==> config.mk <==
export PLATFORM = sky130hd
export DESIGN_NAME = fb_draw_writer
export DESIGN_NICKNAME = d
export VERILOG_FILES = /design/src/rtl/fb_draw_writer.sv
export SDC_FILE = /design/constraint.sdc
export NUM_CORES = 1
export LEC_CHECK = 0
export ABC_AREA = 1
export BUFFER_PORTS_ARGS = -buffer_cell sky130_fd_sc_hd__buf_2
export CELL_PAD_IN_SITES_DETAIL_PLACEMENT = 1
export CELL_PAD_IN_SITES_GLOBAL_PLACEMENT = 1
export CORE_MARGIN = 5
export CORE_UTILIZATION = 46
export CTS_CLUSTER_SIZE = 10
export DETAILED_ROUTE_END_ITERATION = 6
export GPL_TIMING_DRIVEN = 0
export HOLD_SLACK_MARGIN = 0.05
export PLACE_DENSITY_LB_ADDON = 0.1
export RECOVER_POWER = 100
export REMOVE_ABC_BUFFERS = 1
export SLEW_MARGIN = 20
export SYNTH_ARGS = -nofsm -noshare
export SYNTH_HDL_FRONTEND = slang
export SYNTH_SLANG_ARGS = --single-unit
==> constraint.sdc <==
create_clock -name clk -period 6.9 [get_ports clk]
set_clock_uncertainty 0.05 [all_clocks]
set_input_delay 0.69 -clock clk [delete_from_list [all_inputs] [get_ports clk]]
set_output_delay 0.69 -clock clk [all_outputs]
set_load 0.05 [all_outputs]
==> src/rtl/fb_draw_writer.sv <==
// fb_draw_writer: turns a stream of (x, y, color) pixels into framebuffer
// write strobes. Supports a full-screen clear; pixels arriving during the
// clear are buffered in a small FIFO and drained in arrival order afterwards.
`timescale 1ns/1ps
module fb_draw_writer #(
    parameter int unsigned FB_WIDTH   = 160,
    parameter int unsigned FB_HEIGHT  = 120,
    parameter int unsigned COLOR_BITS = 9,
    parameter int unsigned FIFO_DEPTH = 4
) (
    input  logic                  clk,
    input  logic                  reset,
    input  logic [31:0]           draw_x,
    input  logic [31:0]           draw_y,
    input  logic [31:0]           draw_color,
    input  logic                  draw_en,
    input  logic                  clear_req,
    input  logic [COLOR_BITS-1:0] clear_color,
    output logic [15:0]           fb_wr_addr,
    output logic [COLOR_BITS-1:0] fb_wr_data,
    output logic                  fb_wr_en,
    output logic                  busy,
    output logic                  overflow
);

    localparam int unsigned   PTR_W     = (FIFO_DEPTH > 1) ? $clog2(FIFO_DEPTH) : 1;
    localparam logic [15:0]   LAST_ADDR = 16'(FB_WIDTH * FB_HEIGHT - 1);
    localparam logic [PTR_W:0] FULL_CNT = (PTR_W + 1)'(FIFO_DEPTH);

    typedef enum logic [1:0] {
        IDLE  = 2'd0,
        CLEAR = 2'd1,
        DRAIN = 2'd2
    } state_t;

    state_t                state;
    logic [15:0]           clear_cnt;
    logic [COLOR_BITS-1:0] clear_col_q;

    logic [15:0]           fifo_addr [FIFO_DEPTH];
    logic [COLOR_BITS-1:0] fifo_data [FIFO_DEPTH];
    logic [PTR_W-1:0]      wr_ptr;
    logic [PTR_W-1:0]      rd_ptr;
    logic [PTR_W:0]        count;
    logic [PTR_W:0]        count_next;

    logic                  push_req;
    logic                  push;
    logic                  pop;
    logic                  drop;

    // ---- stage p0: qualify the incoming pixel and form its address ----
    logic                  vld_p0;
    logic [15:0]           pix_addr_p0;
    logic [COLOR_BITS-1:0] pix_color_p0;
    logic                  unused_color_bits;

    // The range test uses the full 32-bit coordinates so huge values never alias
    // into the screen; the address itself only needs the low 16 bits.
    assign vld_p0       = draw_en && (draw_x < FB_WIDTH) && (draw_y < FB_HEIGHT);
    assign pix_addr_p0  = (draw_y[15:0] << 7) + (draw_y[15:0] << 5) + draw_x[15:0];
    assign pix_color_p0 = draw_color[COLOR_BITS-1:0];
    assign unused_color_bits = ^draw_color[31:COLOR_BITS];

    // FIFO bookkeeping: buffer every accepted pixel while busy (or while a clear
    // is being accepted); in DRAIN a pop every cycle frees the slot being filled.
    always_comb begin
        pop        = (state == DRAIN);
        push_req   = vld_p0 && ((state != IDLE) || clear_req);
        push       = push_req && ((count != FULL_CNT) || pop);
        drop       = push_req && !push;
        count_next = count + (PTR_W + 1)'(push) - (PTR_W + 1)'(pop);
    end

    // FIFO storage is pure data and needs no reset; pointers guard validity.
    always_ff @(posedge clk) begin
        if (push) begin
            fifo_addr[wr_ptr] <= pix_addr_p0;
            fifo_data[wr_ptr] <= pix_color_p0;
        end
    end

    // ---- stage p1: registered control and framebuffer write port ----
    // Sequencer: direct writes in IDLE, address sweep in CLEAR, FIFO pops in DRAIN.
    always_ff @(posedge clk or posedge reset) begin
        if (reset) begin
            state       <= IDLE;
            clear_cnt   <= '0;
            clear_col_q <= '0;
            wr_ptr      <= '0;
            rd_ptr      <= '0;
            count       <= '0;
            fb_wr_addr  <= '0;
            fb_wr_data  <= '0;
            fb_wr_en    <= 1'b0;
            busy        <= 1'b0;
            overflow    <= 1'b0;
        end else begin
            if (push) wr_ptr <= wr_ptr + 1'b1;
            if (pop)  rd_ptr <= rd_ptr + 1'b1;
            count    <= count_next;
            if (drop) overflow <= 1'b1;
            fb_wr_en <= 1'b0;

            case (state)
                IDLE: begin
                    if (clear_req) begin
                        clear_col_q <= clear_color;
                        clear_cnt   <= '0;
                        state       <= CLEAR;
                        busy        <= 1'b1;
                    end else if (vld_p0) begin
                        fb_wr_en   <= 1'b1;
                        fb_wr_addr <= pix_addr_p0;
                        fb_wr_data <= pix_color_p0;
                    end
                end
                CLEAR: begin
                    fb_wr_en   <= 1'b1;
                    fb_wr_addr <= clear_cnt;
                    fb_wr_data <= clear_col_q;
                    if (clear_cnt == LAST_ADDR) begin
                        clear_cnt <= '0;
                        if (count_next != '0) begin
                            state <= DRAIN;
                        end else begin
                            state <= IDLE;
                            busy  <= 1'b0;
                        end
                    end else begin
                        clear_cnt <= clear_cnt + 16'd1;
                    end
                end
                DRAIN: begin
                    fb_wr_en   <= 1'b1;
                    fb_wr_addr <= fifo_addr[rd_ptr];
                    fb_wr_data <= fifo_data[rd_ptr];
                    if (count_next == '0) begin
                        state <= IDLE;
                        busy  <= 1'b0;
                    end
                end
                default: begin
                    state <= IDLE;
                    busy  <= 1'b0;
                end
            endcase
        end
    end

endmodule

==> results of run 1 <==
[worst max-delay path, delay by kind of cell (launching register included)]
kind	cells	cell delay (ps)
fa+ha+maj	1	1010
flops	1	450
simple gates	3	630
buf+inv	3	740
compound gates	2	1160
[cell families (layout without fill, tap and decap cells)]
kind of cell             Yosys count  count (layout)  synth area share
buffers and inverters             94             210            0.0485
AND/OR/NAND/NOR                  522             522             0.268
XOR/XNOR                          14              14            0.0152
adder cells (fa/ha/maj)           32              32            0.0589
flip-flops                       162             162             0.564
AO/OA/AOI/OAI                     71              71            0.0457
[cell usage after synthesis (8+ instances only)]
master	n	area share
sky130_fd_sc_hd__nand2_1	305	0.14
sky130_fd_sc_hd__edfxtp_1	100	0.37
sky130_fd_sc_hd__nand3_1	94	0.058
sky130_fd_sc_hd__nor2_1	90	0.042
sky130_fd_sc_hd__dfrtp_1	62	0.19
sky130_fd_sc_hd__inv_1	53	0.025
sky130_fd_sc_hd__a21oi_1	47	0.029
sky130_fd_sc_hd__ha_1	22	0.034
sky130_fd_sc_hd__clkbuf_1	17	0.0079
sky130_fd_sc_hd__o21ai_0	15	0.0093
sky130_fd_sc_hd__buf_2	11	0.0068
sky130_fd_sc_hd__fa_1	10	0.025
sky130_fd_sc_hd__nor3_1	10	0.0062
sky130_fd_sc_hd__xor2_1	10	0.011
sky130_fd_sc_hd__nand4_1	8	0.0062
[worst max-delay path by stage]
stage	end	slack, ps	start	cells past startpoint
CTS	busy	3180	state[0]	17
detailed placement	busy	3000	draw_y[7]	21
global placement	fifo_data[1][7]	2020	state[0]	6
finish	clear_cnt[11]	2720	state[1]	9
floorplan	busy	3670	draw_y[8]	19
global route	clear_cnt[11]	2470	state[1]	9
[final cells by class]
class	instances	area [um^2]	share of cell area
clock buffers	19	433	0.0462
repair buffers	120	573	0.0611
flip-flops and latches	162	4560	0.486
inverters	58	221	0.0236
well taps	225	282	0.0300
multi-input cells	639	3120	0.333
clock inverters	13	185	0.0198
[flip-flops by register name, summed over array words and instances (netlist names)]
| signal | flops |
|---|---|
| clear_cnt | 16 |
| fifo_data | 36 |
| fb_wr_addr | 16 |
| count | 3 |
| fb_wr_en | 1 |
| rd_ptr | 2 |
| state | 2 |
| wr_ptr | 2 |
| fb_wr_data | 9 |
| overflow | 1 |
| busy | 1 |
| fifo_addr | 64 |
| clear_col_q | 9 |
[power by group]
group          internal, mW  switching (mW)
combinational         0.230           0.772
sequential             1.17          0.0657
clock                 0.606           0.393
[metrics by stage]
stage	setup WS, ps	utilization	hold slack, ps
6_report	2720	0.544	397
3_3_place_gp	2020	0.508	394
2_1_floorplan	3670	-	399
4_1_cts	3180	0.556	214
5_1_grt	2470	0.544	410
3_5_place_dp	3000	0.521	401
[per-layer routing]
| layer | GRT usage | part of all wire | up-vias |
|---|---|---|---|
| li1 | - | - | 3148 |
| met1 | 0.286 | 0.42 | 3301 |
| met3 | 0.0464 | 0.053 | 26 |
| met2 | 0.415 | 0.51 | 195 |
| met5 | 0 | 0 | - |
| met4 | 0.0840 | 0.019 | 0 |
==> tab_implementation.tex, run 1 <==
\begin{tabular}{lr}
\hline
Metric & Value \\
\hline
\multicolumn{2}{l}{\textbf{Critical path}} \\
\quad Worst r2r path cells & 9 \\
\quad Setup crit end kind & flip-flop \\
\quad Master of the slowest instance on the critical path & sky130\_fd\_sc\_hd\_\_ha\_1 \\
\quad Nature of the critical path startpoint & flip-flop \\
\quad Arrival @ worst endpoint & 4450 ps \\
\quad Setup Crit Path Kind & flip-flop to flip-flop \\
\quad Launch point of the worst reg-to-reg path & state[1] \\
\quad Slowest cell delay on critical path & 1010 ps \\
\quad Critical path fanouts, max & 29 \\
\quad Critical-path cell list & inv\_1 > ha\_1 > inv\_1 > o21ai\_0 > inv\_1 > nor3\_1 > nand2\_1 > o21ai\_0 > nor2\_1 \\
\quad Most used cell, CP & sky130\_fd\_sc\_hd\_\_inv\_1 \\
\quad Data required time of the critical path & 7170 ps \\
\quad Reg-to-Reg End & clear\_cnt[11] \\
\quad R2R setup slack & 2720 ps \\
\multicolumn{2}{l}{\textbf{Cells and area}} \\
\quad Cell area after layout & 9370 um\^{}2 \\
\quad Most common cell after layout, fill and taps aside & sky130\_fd\_sc\_hd\_\_nand2\_1 \\
\quad Layout cells sized above 1 & 0.104 \\
\quad Most frequent cells in the layout & sky130\_fd\_sc\_hd\_\_nand2\_1, sky130\_fd\_sc\_hd\_\_edfxtp\_1, sky130\_fd\_sc\_hd\_\_nand3\_1, sky130\_fd\_sc\_hd\_\_nor2\_1, sky130\_fd\_sc\_hd\_\_buf\_2 \\
\quad Final cell count without fillers & 1236 \\
\quad Final antenna diode count & 0 \\
\quad Fill cells & 2047 \\
\quad Area growth, synth to finish & 16.0\% \\
\quad Total Nets Final & 1139 \\
\multicolumn{2}{l}{\textbf{Yosys}} \\
\quad Async set or reset register ratio after synthesis & 0.383 \\
\quad Number of instances in the synthesized netlist & 895 \\
\quad Number of synthesized register bits & 162 \\
\quad Netlist cell types & 38 \\
\quad Number of enable-type register cells in the synthesized netlist & 100 \\
\quad Prevailing post-synth register cell & sky130\_fd\_sc\_hd\_\_edfxtp\_1 \\
\quad Summed instance area of the synthesized netlist & 8080 um\^{}2 \\
\quad Total number of yosys warnings & 0 \\
\quad Post-synthesis average cell area & 9.02 um\^{}2 \\
\quad Part of the Yosys area used for sequential elements & 0.564 \\
\multicolumn{2}{l}{\textbf{GRT}} \\
\quad Maximum number of pins on one net before global-route repair & 51 \\
\quad Vias in the first global route & 7118 \\
\quad Total global routing track utilization & 0.235 \\
\quad First-pass GRT wire length & 36700 um \\
\quad Number of antenna violations at the first check in global routing & 0 \\
\quad Remaining global-route overflow & 0 \\
\multicolumn{2}{l}{\textbf{Pwr}} \\
\quad Static leakage & 4.07 nW \\
\quad Total power consumption of the routed design & 3.23 mW \\
\quad Maximum resistive drop on vdd & 0.172 mV \\
\quad Power per cell area & 345 nW/um\^{}2 \\
\multicolumn{2}{l}{\textbf{Routing}} \\
\quad Vias & 6670 \\
\quad Number of DRC violations after detailed-routing iteration 0 & 343 \\
\quad Via density & 5.40 \\
\quad First-pass iteration count of the detailed router & 5 \\
\quad Remaining antenna violation count after routing & 0 \\
\quad Drc violations & 0 \\
\quad Per-cell routed wire length & 18.5 um \\
\quad Total wirelength of the detailed-routed design & 22900 um \\
\multicolumn{2}{l}{\textbf{STA}} \\
\quad Hold Fails Final Rpt & 0 \\
\quad Portion of the clock cycle consumed by the worst path in the final layout & 0.605 \\
\quad Max-slew violation count & 34 \\
\quad Worst-Margin Slew & 2000 ps \\
\quad Relative max-transition margin & -0.333 \\
\quad Max Clock Freq & 239 MHz \\
\quad RSZ-0062 raised after global routing & no \\
\quad Post-Route Setup TNS & 0 ps \\
\quad Crit path time final & 4180 ps \\
\quad Total setup violations reported at the end of the flow & 0 \\
\multicolumn{2}{l}{\textbf{Hold path}} \\
\quad Hold Startpoint & clear\_color[4] \\
\quad Worst Hold Endpoint & clear\_col\_q[4] \\
\quad Worst hold-check path type & input port to flip-flop \\
\quad Number of cells on the worst hold path & 3 \\
\multicolumn{2}{l}{\textbf{Clock tree}} \\
\quad H-tree level count & 4 \\
\quad Number of instances resized during post-cts repair & 0 \\
\quad Cell at the root of the clock tree & sky130\_fd\_sc\_hd\_\_clkbuf\_16 \\
\quad Clock latency on the worst-skew pair & 440 ps \\
\quad Clock-pin slew on the worst setup and hold paths & 70 ps \\
\quad Number of clock sinks seen by CTS & 162 \\
\quad CTS tree & yes \\
\quad Count of hold buffers inserted by post-cts repair & 0 \\
\quad Clock buffer count from CTS & 17 \\
\quad Post-CTS setup buffer count & 0 \\
\quad Clock tree buffer depth & 2 \\
\multicolumn{2}{l}{\textbf{Floorplanning}} \\
\quad Die height & 143 um \\
\quad Total Die Area & 20300 um\^{}2 \\
\quad Chip Width & 143 um \\
\quad Starting Density & 0.469 \\
\quad Core area & 17200 um\^{}2 \\
\quad Top-level port count & 137 \\
\quad Number of rows in the core area & 48 \\
\multicolumn{2}{l}{\textbf{Place}} \\
\quad Placed instance count & 1204 \\
\quad Placement Cell Area & 8970 um\^{}2 \\
\quad Input/output buffers & 113 \\
\quad Final HPWL from detailed placement & 15300 um \\
\quad Final estimated routing congestion in global placement & 0.854 \\
\multicolumn{2}{l}{\textbf{Run status}} \\
\quad Violations in the final reports & max-capacitance violations, max-slew violations \\
\quad Outcome & finished, violations left \\
\multicolumn{2}{l}{\textbf{Run}} \\
\quad Max-cap viol count & 1 \\
\hline
\end{tabular}
No activity file was read; power rests on OpenSTA's default activity.
==> run 2: changes to the inputs <==
ABC_AREA = 0   (was 1)
CORE_UTILIZATION = 41   (was 46)
clock period = 3.5 ns   (was 6.9 ns; I/O delays follow)
==> run 2 against run 1 <==
The flow still finishes with violations (max-capacitance violations, max-slew violations). Area after synthesis down 4.6%. Register-to-register slack worse by 2700 ps. Worst hold slack worse by 290 ps. Routed wire length down 13%. Maximum frequency up 22%. Count of clock-buffer cells in the layout up 3. Synthesized cell count down 39%. Critical path type unchanged. Highest routed layer unchanged.
==> tab_implementation.tex, run 2 <==
\begin{tabular}{lr}
\hline
Metric & Value \\
\hline
\multicolumn{2}{l}{\textbf{Routing}} \\
\quad Number of DRC violations after detailed-routing iteration 0 & 269 (was 343) \\
\quad Via density & 5.67 (was 5.40) \\
\quad Per-cell routed wire length & 21.9 um (was 18.5 um) \\
\quad Drc violations & 0 (unchanged) \\
\quad Vias & 5182 (was 6670) \\
\quad First-pass iteration count of the detailed router & 4 (was 5) \\
\quad Total wirelength of the detailed-routed design & 20000 um (was 22900 um) \\
\quad Remaining antenna violation count after routing & 0 (unchanged) \\
\multicolumn{2}{l}{\textbf{Clock tree}} \\
\quad Clock-pin slew on the worst setup and hold paths & 70 ps (about the same) \\
\quad Clock tree buffer depth & 2 (unchanged) \\
\quad H-tree level count & 4 (unchanged) \\
\quad CTS tree & yes (unchanged) \\
\quad Cell at the root of the clock tree & sky130\_fd\_sc\_hd\_\_clkbuf\_16 (unchanged) \\
\quad Clock buffer count from CTS & 17 (unchanged) \\
\quad Clock latency on the worst-skew pair & 420 ps (was 440 ps) \\
\quad Number of clock sinks seen by CTS & 162 (unchanged) \\
\multicolumn{2}{l}{\textbf{Critical path}} \\
\quad Crit path to & busy (was clear\_cnt[11]) \\
\quad Setup Crit Path Kind & flip-flop to flip-flop (unchanged) \\
\quad Critical path fanouts, max & 2 (was 29) \\
\quad Nature of the critical path startpoint & flip-flop (unchanged) \\
\quad Reg-to-Reg End & busy (was clear\_cnt[11]) \\
\quad R2R setup slack & 70 ps (was 2720 ps) \\
\quad Data required time of the critical path & 3750 ps (was 7170 ps) \\
\quad Worst r2r path cells & 14 (was 9) \\
\quad Launch point of the worst reg-to-reg path & state[0] (was state[1]) \\
\quad Worst Setup SP & state[0] (was state[1]) \\
\quad Setup crit end kind & flip-flop (unchanged) \\
\quad Arrival @ worst endpoint & 3680 ps (was 4450 ps) \\
\multicolumn{2}{l}{\textbf{GRT}} \\
\quad Remaining global-route overflow & 0 (unchanged) \\
\quad Total global routing track utilization & 0.191 (was 0.235) \\
\quad Maximum number of pins on one net before global-route repair & 36 (was 51) \\
\quad Vias in the first global route & 5805 (was 7118) \\
\quad First-pass GRT wire length & 31800 um (was 36700 um) \\
\quad Number of antenna violations at the first check in global routing & 0 (unchanged) \\
\multicolumn{2}{l}{\textbf{STA}} \\
\quad Max Clock Freq & 291 MHz (was 239 MHz) \\
\quad Worst path setup slack after routing & 68.7 ps (was 2720 ps) \\
\quad Relative max-transition margin & -0.109 (was -0.333) \\
\quad Max-slew violation count & 27 (was 34) \\
\quad Worst-Margin Slew & 1660 ps (was 2000 ps) \\
\quad Portion of the clock cycle consumed by the worst path in the final layout & 0.980 (was 0.605) \\
\quad Crit path time final & 3430 ps (was 4180 ps) \\
\quad Min Hold Slack & 108 ps (was 397 ps) \\
\quad RSZ-0062 raised after global routing & yes (was no) \\
\quad Total setup violations reported at the end of the flow & 0 (unchanged) \\
\quad Hold Fails Final Rpt & 0 (unchanged) \\
\multicolumn{2}{l}{\textbf{Place}} \\
\quad Final estimated routing congestion in global placement & 0.819 (was 0.854) \\
\quad Final HPWL from detailed placement & 14300 um (was 15300 um) \\
\quad Input/output buffers & 113 (unchanged) \\
\quad Setup slack after placement & -1080 ps (was 3000 ps) \\
\multicolumn{2}{l}{\textbf{Yosys}} \\
\quad Most frequently used cell type in the post-synthesis netlist & sky130\_fd\_sc\_hd\_\_edfxtp\_1 (was sky130\_fd\_sc\_hd\_\_nand2\_1) \\
\quad Largest area contributor in the netlist & sky130\_fd\_sc\_hd\_\_edfxtp\_1 (unchanged) \\
\quad Compound-cell area share of the yosys netlist & 0.0661 (was 0.0457) \\
\quad Number of enable-type register cells in the synthesized netlist & 100 (unchanged) \\
\quad Synth top area share & 0.390 (was 0.372) \\
\quad Part of the Yosys area used for sequential elements & 0.591 (was 0.564) \\
\quad Largest family of logic cells by synthesized area & multiplexers (was simple AND/OR/NAND/NOR gates) \\
\quad Number of synthesized register bits & 162 (unchanged) \\
\quad Netlist cell types & 56 (was 38) \\
\quad Most numerous cell types in the synthesized netlist & sky130\_fd\_sc\_hd\_\_edfxtp\_1, sky130\_fd\_sc\_hd\_\_nor2\_1, sky130\_fd\_sc\_hd\_\_dfrtp\_1, sky130\_fd\_sc\_hd\_\_mux2\_2, sky130\_fd\_sc\_hd\_\_mux4\_2 (was sky130\_fd\_sc\_hd\_\_nand2\_1, sky130\_fd\_sc\_hd\_\_edfxtp\_1, sky130\_fd\_sc\_hd\_\_nand3\_1, sky130\_fd\_sc\_hd\_\_nor2\_1, sky130\_fd\_sc\_hd\_\_dfrtp\_1) \\
\quad Portion of netlist area occupied by mux cells & 0.122 (was 0) \\
\quad Prevailing post-synth register cell & sky130\_fd\_sc\_hd\_\_edfxtp\_1 (unchanged) \\
\quad Synthesized-area fraction occupied by and/or/nand/nor cells & 0.102 (was 0.268) \\
\quad Post-synthesis average cell area & 14.1 um\^{}2 (was 9.02 um\^{}2) \\
\quad Total number of yosys warnings & 0 (unchanged) \\
\quad Async set or reset register ratio after synthesis & 0.383 (unchanged) \\
\quad Post-Synth XOR/XNOR Area & 0.0314 (was 0.0152) \\
\quad Synth area leaders & sky130\_fd\_sc\_hd\_\_edfxtp\_1, sky130\_fd\_sc\_hd\_\_dfrtp\_1, sky130\_fd\_sc\_hd\_\_mux4\_2 (was sky130\_fd\_sc\_hd\_\_edfxtp\_1, sky130\_fd\_sc\_hd\_\_dfrtp\_1, sky130\_fd\_sc\_hd\_\_nand2\_1) \\
\quad Number of instances in the synthesized netlist & 546 (was 895) \\
\quad Arithmetic-cell share of the synthesized area counting full adders, half adders and majority gates & 0.0617 (was 0.0589) \\
\quad Summed instance area of the synthesized netlist & 7700 um\^{}2 (was 8080 um\^{}2) \\
\multicolumn{2}{l}{\textbf{Run status}} \\
\quad Violations in the final reports & max-capacitance violations, max-slew violations (unchanged) \\
\quad Outcome & finished, violations left (unchanged) \\
\multicolumn{2}{l}{\textbf{Cells and area}} \\
\quad Total Nets Final & 808 (was 1139) \\
\quad Most frequent cells in the layout & sky130\_fd\_sc\_hd\_\_edfxtp\_1, sky130\_fd\_sc\_hd\_\_nor2\_1, sky130\_fd\_sc\_hd\_\_buf\_2, sky130\_fd\_sc\_hd\_\_dfrtp\_1, sky130\_fd\_sc\_hd\_\_clkbuf\_1 (was sky130\_fd\_sc\_hd\_\_nand2\_1, sky130\_fd\_sc\_hd\_\_edfxtp\_1, sky130\_fd\_sc\_hd\_\_nand3\_1, sky130\_fd\_sc\_hd\_\_nor2\_1, sky130\_fd\_sc\_hd\_\_buf\_2) \\
\quad Max reg flops & 64 (unchanged) \\
\quad Largest registers & fifo\_addr (64), fifo\_data (36) (unchanged) \\
\quad Most flop-heavy register & fifo\_addr (unchanged) \\
\quad Area growth, synth to finish & 19.6\% (was 16.0\%) \\
\quad Most common cell after layout, fill and taps aside & sky130\_fd\_sc\_hd\_\_edfxtp\_1 (was sky130\_fd\_sc\_hd\_\_nand2\_1) \\
\quad Fill cells & 1912 (was 2047) \\
\quad Layout cells sized above 1 & 0.272 (was 0.104) \\
\quad Final antenna diode count & 0 (unchanged) \\
\multicolumn{2}{l}{\textbf{Pwr}} \\
\quad Maximum resistive drop on vdd & 0.309 mV (was 0.172 mV) \\
\quad Power per cell area & 696 nW/um\^{}2 (was 345 nW/um\^{}2) \\
\quad Static leakage & 3.42 nW (was 4.07 nW) \\
\multicolumn{2}{l}{\textbf{Hold path}} \\
\quad Worst hold-check path type & input port to flip-flop (unchanged) \\
\multicolumn{2}{l}{\textbf{Floorplanning}} \\
\quad Number of rows in the core area & 50 (was 48) \\
\quad Core area & 18600 um\^{}2 (was 17200 um\^{}2) \\
\quad Total Die Area & 21600 um\^{}2 (was 20300 um\^{}2) \\
\quad Chip Width & 147 um (was 143 um) \\
\quad Starting Density & 0.414 (was 0.469) \\
\quad Die height & 147 um (was 143 um) \\
\quad Top-level port count & 137 (unchanged) \\
\multicolumn{2}{l}{\textbf{Run}} \\
\quad Max-cap viol count & 2 (was 1) \\
\hline
\end{tabular}
==> run 2: changes by cell type after synthesis, moves of 22 or more <==
cell / before / now
sky130_fd_sc_hd__a21oi_1: 47 / 10
sky130_fd_sc_hd__inv_1: 53 / 17
sky130_fd_sc_hd__mux2_2: 0 / 27
sky130_fd_sc_hd__mux4_2: 0 / 25
sky130_fd_sc_hd__nand2_1: 305 / 16
sky130_fd_sc_hd__nand3_1: 94 / 18
sky130_fd_sc_hd__nor2_1: 90 / 68
sky130_fd_sc_hd__nor4_1: 1 / 23
==> run 2: kinds of logic (layout without fill, tap and decap cells) <==
group / after synthesis / count (layout)
flops: 162 / 162
simple gates: 158 / 158
compound gates: 65 / 65
mux: 59 / 59
buf+inv: 44 / 178
fa+ha+maj: 32 / 32
xor+xnor: 26 / 26
==> run 2: final cells by class <==
type                    instances  area [um^2]  share of cell area
multi-input cells             340         3030               0.329
clock inverters                10          110              0.0120
repair buffers                128          686              0.0744
clock buffers                  22          464              0.0504
well taps                     234          293              0.0318
inverters                      18         70.1             0.00761
flip-flops and latches        162         4560               0.495
==> run 2: layer usage <==
layer,GRT usage,vias to the layer above,part of all wire
met3,0.0463,29,0.057
li1,-,2350,-
met1,0.243,2651,0.42
met5,0,-,0
met2,0.322,152,0.50
met4,0.0634,0,0.018
==> run 2: power breakdown <==
group	internal [mW]	total [mW]	switching (mW)
registers	2.33	2.46	0.135
clock network	1.08	1.81	0.730
logic	0.665	2.14	1.47
==> run 2: worst min-delay path by stage <==
| stage | start | to | slack, ps | cells past startpoint |
|---|---|---|---|---|
| after detailed placement | reset | clear_col_q[1] | 330 | 2 |
| after global placement | overflow | overflow | 410 | 1 |
| final | clear_color[2] | clear_col_q[2] | 110 | 2 |
| after floorplan | draw_x[0] | fifo_addr[0][0] | 400 | 0 |
| after CTS | clear_color[2] | clear_col_q[2] | 80 | 2 |
| after global routing | clear_color[7] | clear_col_q[7] | 100 | 2 |
==> run 2: worst max-delay path, cell delays in order (launching register included) <==
cell,delay [ps]
sky130_fd_sc_hd__dfrtp_1,350
sky130_fd_sc_hd__inv_1,80
sky130_fd_sc_hd__ha_4,170
sky130_fd_sc_hd__or4b_4,520
sky130_fd_sc_hd__nand3_4,90
sky130_fd_sc_hd__ha_1,230
sky130_fd_sc_hd__inv_1,60
sky130_fd_sc_hd__ha_1,140
sky130_fd_sc_hd__inv_1,50
sky130_fd_sc_hd__fa_2,330
sky130_fd_sc_hd__xnor3_1,250
sky130_fd_sc_hd__nand3b_1,120
sky130_fd_sc_hd__buf_4,170
sky130_fd_sc_hd__a2111oi_4,360
sky130_fd_sc_hd__mux2_4,330
==> run 2: stage by stage <==
| stage | instances | utilization | area (um^2) | TNS (ps) | power [mW] |
|---|---|---|---|---|---|
| after floorplan | 520 | - | 7580 | -1220 | 3.99 |
| after global placement | 867 | 0.454 | 8440 | -151920 | 4.59 |
| after detailed placement | 874 | 0.466 | 8650 | -11950 | 4.67 |
| after CTS | 913 | 0.502 | 9330 | 0 | 6.52 |
| after global routing | 914 | 0.496 | 9210 | -106 | 6.73 |
| final | 914 | 0.496 | 9210 | 0 | 6.41 |
==> run 2: timing repair <==
action                                  in CTS  in global routing
hold endpoints to repair                    27                  0
hold buffers                                 1                  0
pin swaps                                    3                  1
gates resized for setup                      8                  6
setup buffers                                6                  1
endpoints found under the setup margin      28                  5
==> run 3: changes to the inputs <==
CORE_MARGIN = default   (was 5)
==> run 3 against run 2 <==
The run ends with design-rule violations left. Clock power rose by 8%. Count of clock-buffer cells in the layout fell by 3. Die area fell by 11%. Global-route usage rose by 3.1 points. Maximum frequency fell by 0.74%. Non-clock buffer count rose by 2. Final cell count fell by 0.33%. Register-to-register slack got worse by 30 ps. Critical path depth did not move. Sequential power barely moved. Sequential cell count did not move. Critical endpoint unchanged. Largest cell class unchanged.
==> tab_implementation.tex, run 3 (synthesis gave the netlist of run 2 again) <==
\begin{tabular}{lr}
\hline
Metric & Value \\
\hline
\multicolumn{2}{l}{\textbf{Run status}} \\
\quad Outcome & finished, violations left (unchanged) \\
\quad Violations in the final reports & design-rule violations (was max-capacitance violations, max-slew violations) \\
\multicolumn{2}{l}{\textbf{GRT}} \\
\quad Maximum number of pins on one net before global-route repair & 52 (was 36) \\
\quad Total global routing track utilization & 0.222 (was 0.191) \\
\quad Vias in the first global route & 5783 (was 5805) \\
\quad First-pass GRT wire length & 32200 um (was 31800 um) \\
\quad Remaining global-route overflow & 0 (unchanged) \\
\quad Number of antenna violations at the first check in global routing & 0 (unchanged) \\
\multicolumn{2}{l}{\textbf{Routing}} \\
\quad Remaining antenna violation count after routing & 0 (unchanged) \\
\quad Vias & 5190 (was 5182) \\
\quad Drc violations & 7 (was 0) \\
\quad Total wirelength of the detailed-routed design & 20100 um (was 20000 um) \\
\quad First-pass iteration count of the detailed router & 6 (was 4) \\
\quad Via density & 5.70 (was 5.67) \\
\quad Number of DRC violations after detailed-routing iteration 0 & 234 (was 269) \\
\quad Per-cell routed wire length & 22.1 um (was 21.9 um) \\
\multicolumn{2}{l}{\textbf{STA}} \\
\quad Portion of the clock cycle consumed by the worst path in the final layout & 0.988 (was 0.980) \\
\quad Post-Route Setup TNS & 0 ps (unchanged) \\
\quad Max-slew violation count & 0 (was 27) \\
\quad Relative max-transition margin & 0.0590 (was -0.109) \\
\quad Worst-Margin Slew & 1410 ps (was 1660 ps) \\
\quad Crit path time final & 3460 ps (was 3430 ps) \\
\quad Total setup violations reported at the end of the flow & 0 (unchanged) \\
\quad RSZ-0062 raised after global routing & yes (unchanged) \\
\quad Hold Fails Final Rpt & 0 (unchanged) \\
\quad Max Clock Freq & 289 MHz (was 291 MHz) \\
\multicolumn{2}{l}{\textbf{Clock tree}} \\
\quad CTS tree & yes (unchanged) \\
\quad H-tree level count & 4 (unchanged) \\
\quad Clock buffer count from CTS & 17 (unchanged) \\
\quad Clock latency on the worst-skew pair & 430 ps (was 420 ps) \\
\quad Clock tree buffer depth & 2 (unchanged) \\
\quad Number of clock sinks seen by CTS & 162 (unchanged) \\
\quad Clock-pin slew on the worst setup and hold paths & 60 ps (was 70 ps) \\
\quad Cell at the root of the clock tree & sky130\_fd\_sc\_hd\_\_clkbuf\_16 (unchanged) \\
\multicolumn{2}{l}{\textbf{Cells and area}} \\
\quad Fill cells & 1846 (was 1912) \\
\quad Layout cells sized above 1 & 0.333 (was 0.272) \\
\quad Area growth, synth to finish & 22.0\% (was 19.6\%) \\
\quad Largest registers & fifo\_addr (64), fifo\_data (36) (unchanged) \\
\quad Max reg flops & 64 (unchanged) \\
\quad Register cell area after layout & 4560 um\^{}2 (about the same) \\
\quad Most common cell after layout, fill and taps aside & sky130\_fd\_sc\_hd\_\_edfxtp\_1 (unchanged) \\
\quad Most flop-heavy register & fifo\_addr (unchanged) \\
\quad Most frequent cells in the layout & sky130\_fd\_sc\_hd\_\_edfxtp\_1, sky130\_fd\_sc\_hd\_\_buf\_2, sky130\_fd\_sc\_hd\_\_nor2\_1, sky130\_fd\_sc\_hd\_\_dfrtp\_1, sky130\_fd\_sc\_hd\_\_mux2\_2 (was sky130\_fd\_sc\_hd\_\_edfxtp\_1, sky130\_fd\_sc\_hd\_\_nor2\_1, sky130\_fd\_sc\_hd\_\_buf\_2, sky130\_fd\_sc\_hd\_\_dfrtp\_1, sky130\_fd\_sc\_hd\_\_clkbuf\_1) \\
\quad Area occupied by multi-input gates & 3090 um\^{}2 (was 3030 um\^{}2) \\
\quad Final antenna diode count & 0 (unchanged) \\
\quad Utilization of the core after routing & 0.516 (was 0.496) \\
\quad Total Nets Final & 810 (was 808) \\
\multicolumn{2}{l}{\textbf{Hold path}} \\
\quad Number of cells on the worst hold path & 2 (unchanged) \\
\quad Worst hold-check path type & input port to flip-flop (unchanged) \\
\quad Hold Startpoint & clear\_color[5] (was clear\_color[2]) \\
\multicolumn{2}{l}{\textbf{Critical path}} \\
\quad Worst Setup SP & state[0] (unchanged) \\
\quad Total buffers and inverters traversed by the critical path & 4 (unchanged) \\
\quad Nature of the critical path startpoint & flip-flop (unchanged) \\
\quad Setup Crit Path Kind & flip-flop to flip-flop (unchanged) \\
\quad Data required time of the critical path & 3760 ps (was 3750 ps) \\
\quad Worst r2r path cells & 14 (unchanged) \\
\quad Setup crit end kind & flip-flop (unchanged) \\
\quad Critical-path cell list & inv\_1 > ha\_4 > or4b\_4 > nand3\_4 > ha\_4 > inv\_1 > ha\_1 > inv\_1 > fa\_2 > xnor3\_1 > nand3b\_1 > buf\_6 > a2111oi\_4 > mux2\_1 (was inv\_1 > ha\_4 > or4b\_4 > nand3\_4 > ha\_1 > inv\_1 > ha\_1 > inv\_1 > fa\_2 > xnor3\_1 > nand3b\_1 > buf\_4 > a2111oi\_4 > mux2\_4) \\
\quad Master of the slowest instance on the critical path & sky130\_fd\_sc\_hd\_\_or4b\_4 (unchanged) \\
\quad Slowest cell delay on critical path & 520 ps (about the same) \\
\quad CP top delay family & adder cells (unchanged) \\
\quad Most used cell, CP & sky130\_fd\_sc\_hd\_\_inv\_1 (unchanged) \\
\quad Arrival @ worst endpoint & 3710 ps (was 3680 ps) \\
\quad Launch point of the worst reg-to-reg path & state[0] (unchanged) \\
\quad Critical path fanouts, max & 6 (was 2) \\
\quad Stages on worst setup path & 14 (unchanged) \\
\multicolumn{2}{l}{\textbf{Pwr}} \\
\quad Power per cell area & 704 nW/um\^{}2 (was 696 nW/um\^{}2) \\
\quad Static leakage & 3.56 nW (was 3.42 nW) \\
\quad Maximum resistive drop on vdd & 0.380 mV (was 0.309 mV) \\
\multicolumn{2}{l}{\textbf{Floorplanning}} \\
\quad Total Die Area & 19300 um\^{}2 (was 21600 um\^{}2) \\
\quad Die height & 139 um (was 147 um) \\
\quad Top-level port count & 137 (unchanged) \\
\quad Number of rows in the core area & 49 (was 50) \\
\quad Chip Width & 139 um (was 147 um) \\
\quad Starting Density & 0.423 (was 0.414) \\
\quad Core area & 18200 um\^{}2 (was 18600 um\^{}2) \\
\multicolumn{2}{l}{\textbf{Place}} \\
\quad Final HPWL from detailed placement & 14000 um (was 14300 um) \\
\quad Input/output buffers & 113 (unchanged) \\
\quad Final estimated routing congestion in global placement & 0.812 (was 0.819) \\
\multicolumn{2}{l}{\textbf{Run}} \\
\quad Max-cap viol count & 0 (was 2) \\
\hline
\end{tabular}
run 3: cell types whose count changed in the layout (fill, tap and decap cells not counted), moves of 2 or more:
| cell | before | now |
|---|---|---|
| sky130_fd_sc_hd__clkbuf_1 | 49 | 17 |
| sky130_fd_sc_hd__buf_2 | 68 | 98 |
| sky130_fd_sc_hd__nor2_1 | 68 | 64 |
| sky130_fd_sc_hd__nor2_4 | 0 | 4 |
| sky130_fd_sc_hd__buf_16 | 3 | 5 |
| sky130_fd_sc_hd__buf_4 | 6 | 8 |
| sky130_fd_sc_hd__buf_6 | 0 | 2 |
| sky130_fd_sc_hd__bufinv_16 | 2 | 4 |
| sky130_fd_sc_hd__clkbuf_2 | 3 | 1 |
| sky130_fd_sc_hd__clkbuf_8 | 2 | 0 |
| sky130_fd_sc_hd__inv_6 | 0 | 2 |
run 3: worst reg2reg max path, cell delays in order, from the launching register on:
cell,delay (ps)
sky130_fd_sc_hd__dfrtp_1,370
sky130_fd_sc_hd__inv_1,90
sky130_fd_sc_hd__ha_4,200
sky130_fd_sc_hd__or4b_4,520
sky130_fd_sc_hd__nand3_4,100
sky130_fd_sc_hd__ha_4,200
sky130_fd_sc_hd__inv_1,50
sky130_fd_sc_hd__ha_1,130
sky130_fd_sc_hd__inv_1,50
sky130_fd_sc_hd__fa_2,340
sky130_fd_sc_hd__xnor3_1,260
sky130_fd_sc_hd__nand3b_1,140
sky130_fd_sc_hd__buf_6,160
sky130_fd_sc_hd__a2111oi_4,340
sky130_fd_sc_hd__mux2_1,350
run 3: layout make-up:
type,count,area share
Clock buffer,19,0.0461
Clock inverter,13,0.0196
Multi-Input combinational cell,340,0.328
Timing Repair Buffer,130,0.0832
Sequential cell,162,0.485
Inverter,18,0.00745
Tap cell,229,0.0305
run 3: path summary, 6_finish.rpt:
path                                   to  slack, ps
max reg2reg                          busy         40
max                                  busy         40
max in group asynchronous       rd_ptr[1]       1160
min                        clear_col_q[5]        100
min reg2reg                 fb_wr_addr[3]        430
min in group asynchronous  clear_col_q[8]        430
run 3: per-stage QoR:
step	setup slack, ps	std cells	hold WS, ps	instance area (um^2)	total power [mW]
floorplan	-582	520	399	7580	3.99
global route	-96.4	911	98.8	9400	6.92
global placement	-1410	862	410	8430	4.59
CTS	-73.8	907	79.5	9390	6.68
finish	43.1	911	105	9400	6.61
detailed placement	-1140	869	233	8670	4.67
run 3: layer usage:
metal | global-route usage | vias up | share of wire
met1 | 0.271 | 2635 | 0.42
li1 | - | 2356 | -
met5 | 0 | - | 0
met3 | 0.0459 | 34 | 0.045
met2 | 0.391 | 165 | 0.51
met4 | 0.0772 | 0 | 0.022
run 3: where the power goes:
part	switching (mW)	total, mW	internal (mW)
sequential	0.134	2.46	2.33
combinational	1.48	2.20	0.714
clock	0.762	1.96	1.20
total	2.38	6.61	4.24
run 3: timing repair:
action                     4_1_cts  5_1_grt
hold endpoints to repair        11        0
setup buffers                    6        4
resized for setup               13        4
pin swaps                        4        0
gates cloned                     0        0
setup endpoints to repair       12       24
hold buffers                     1        0
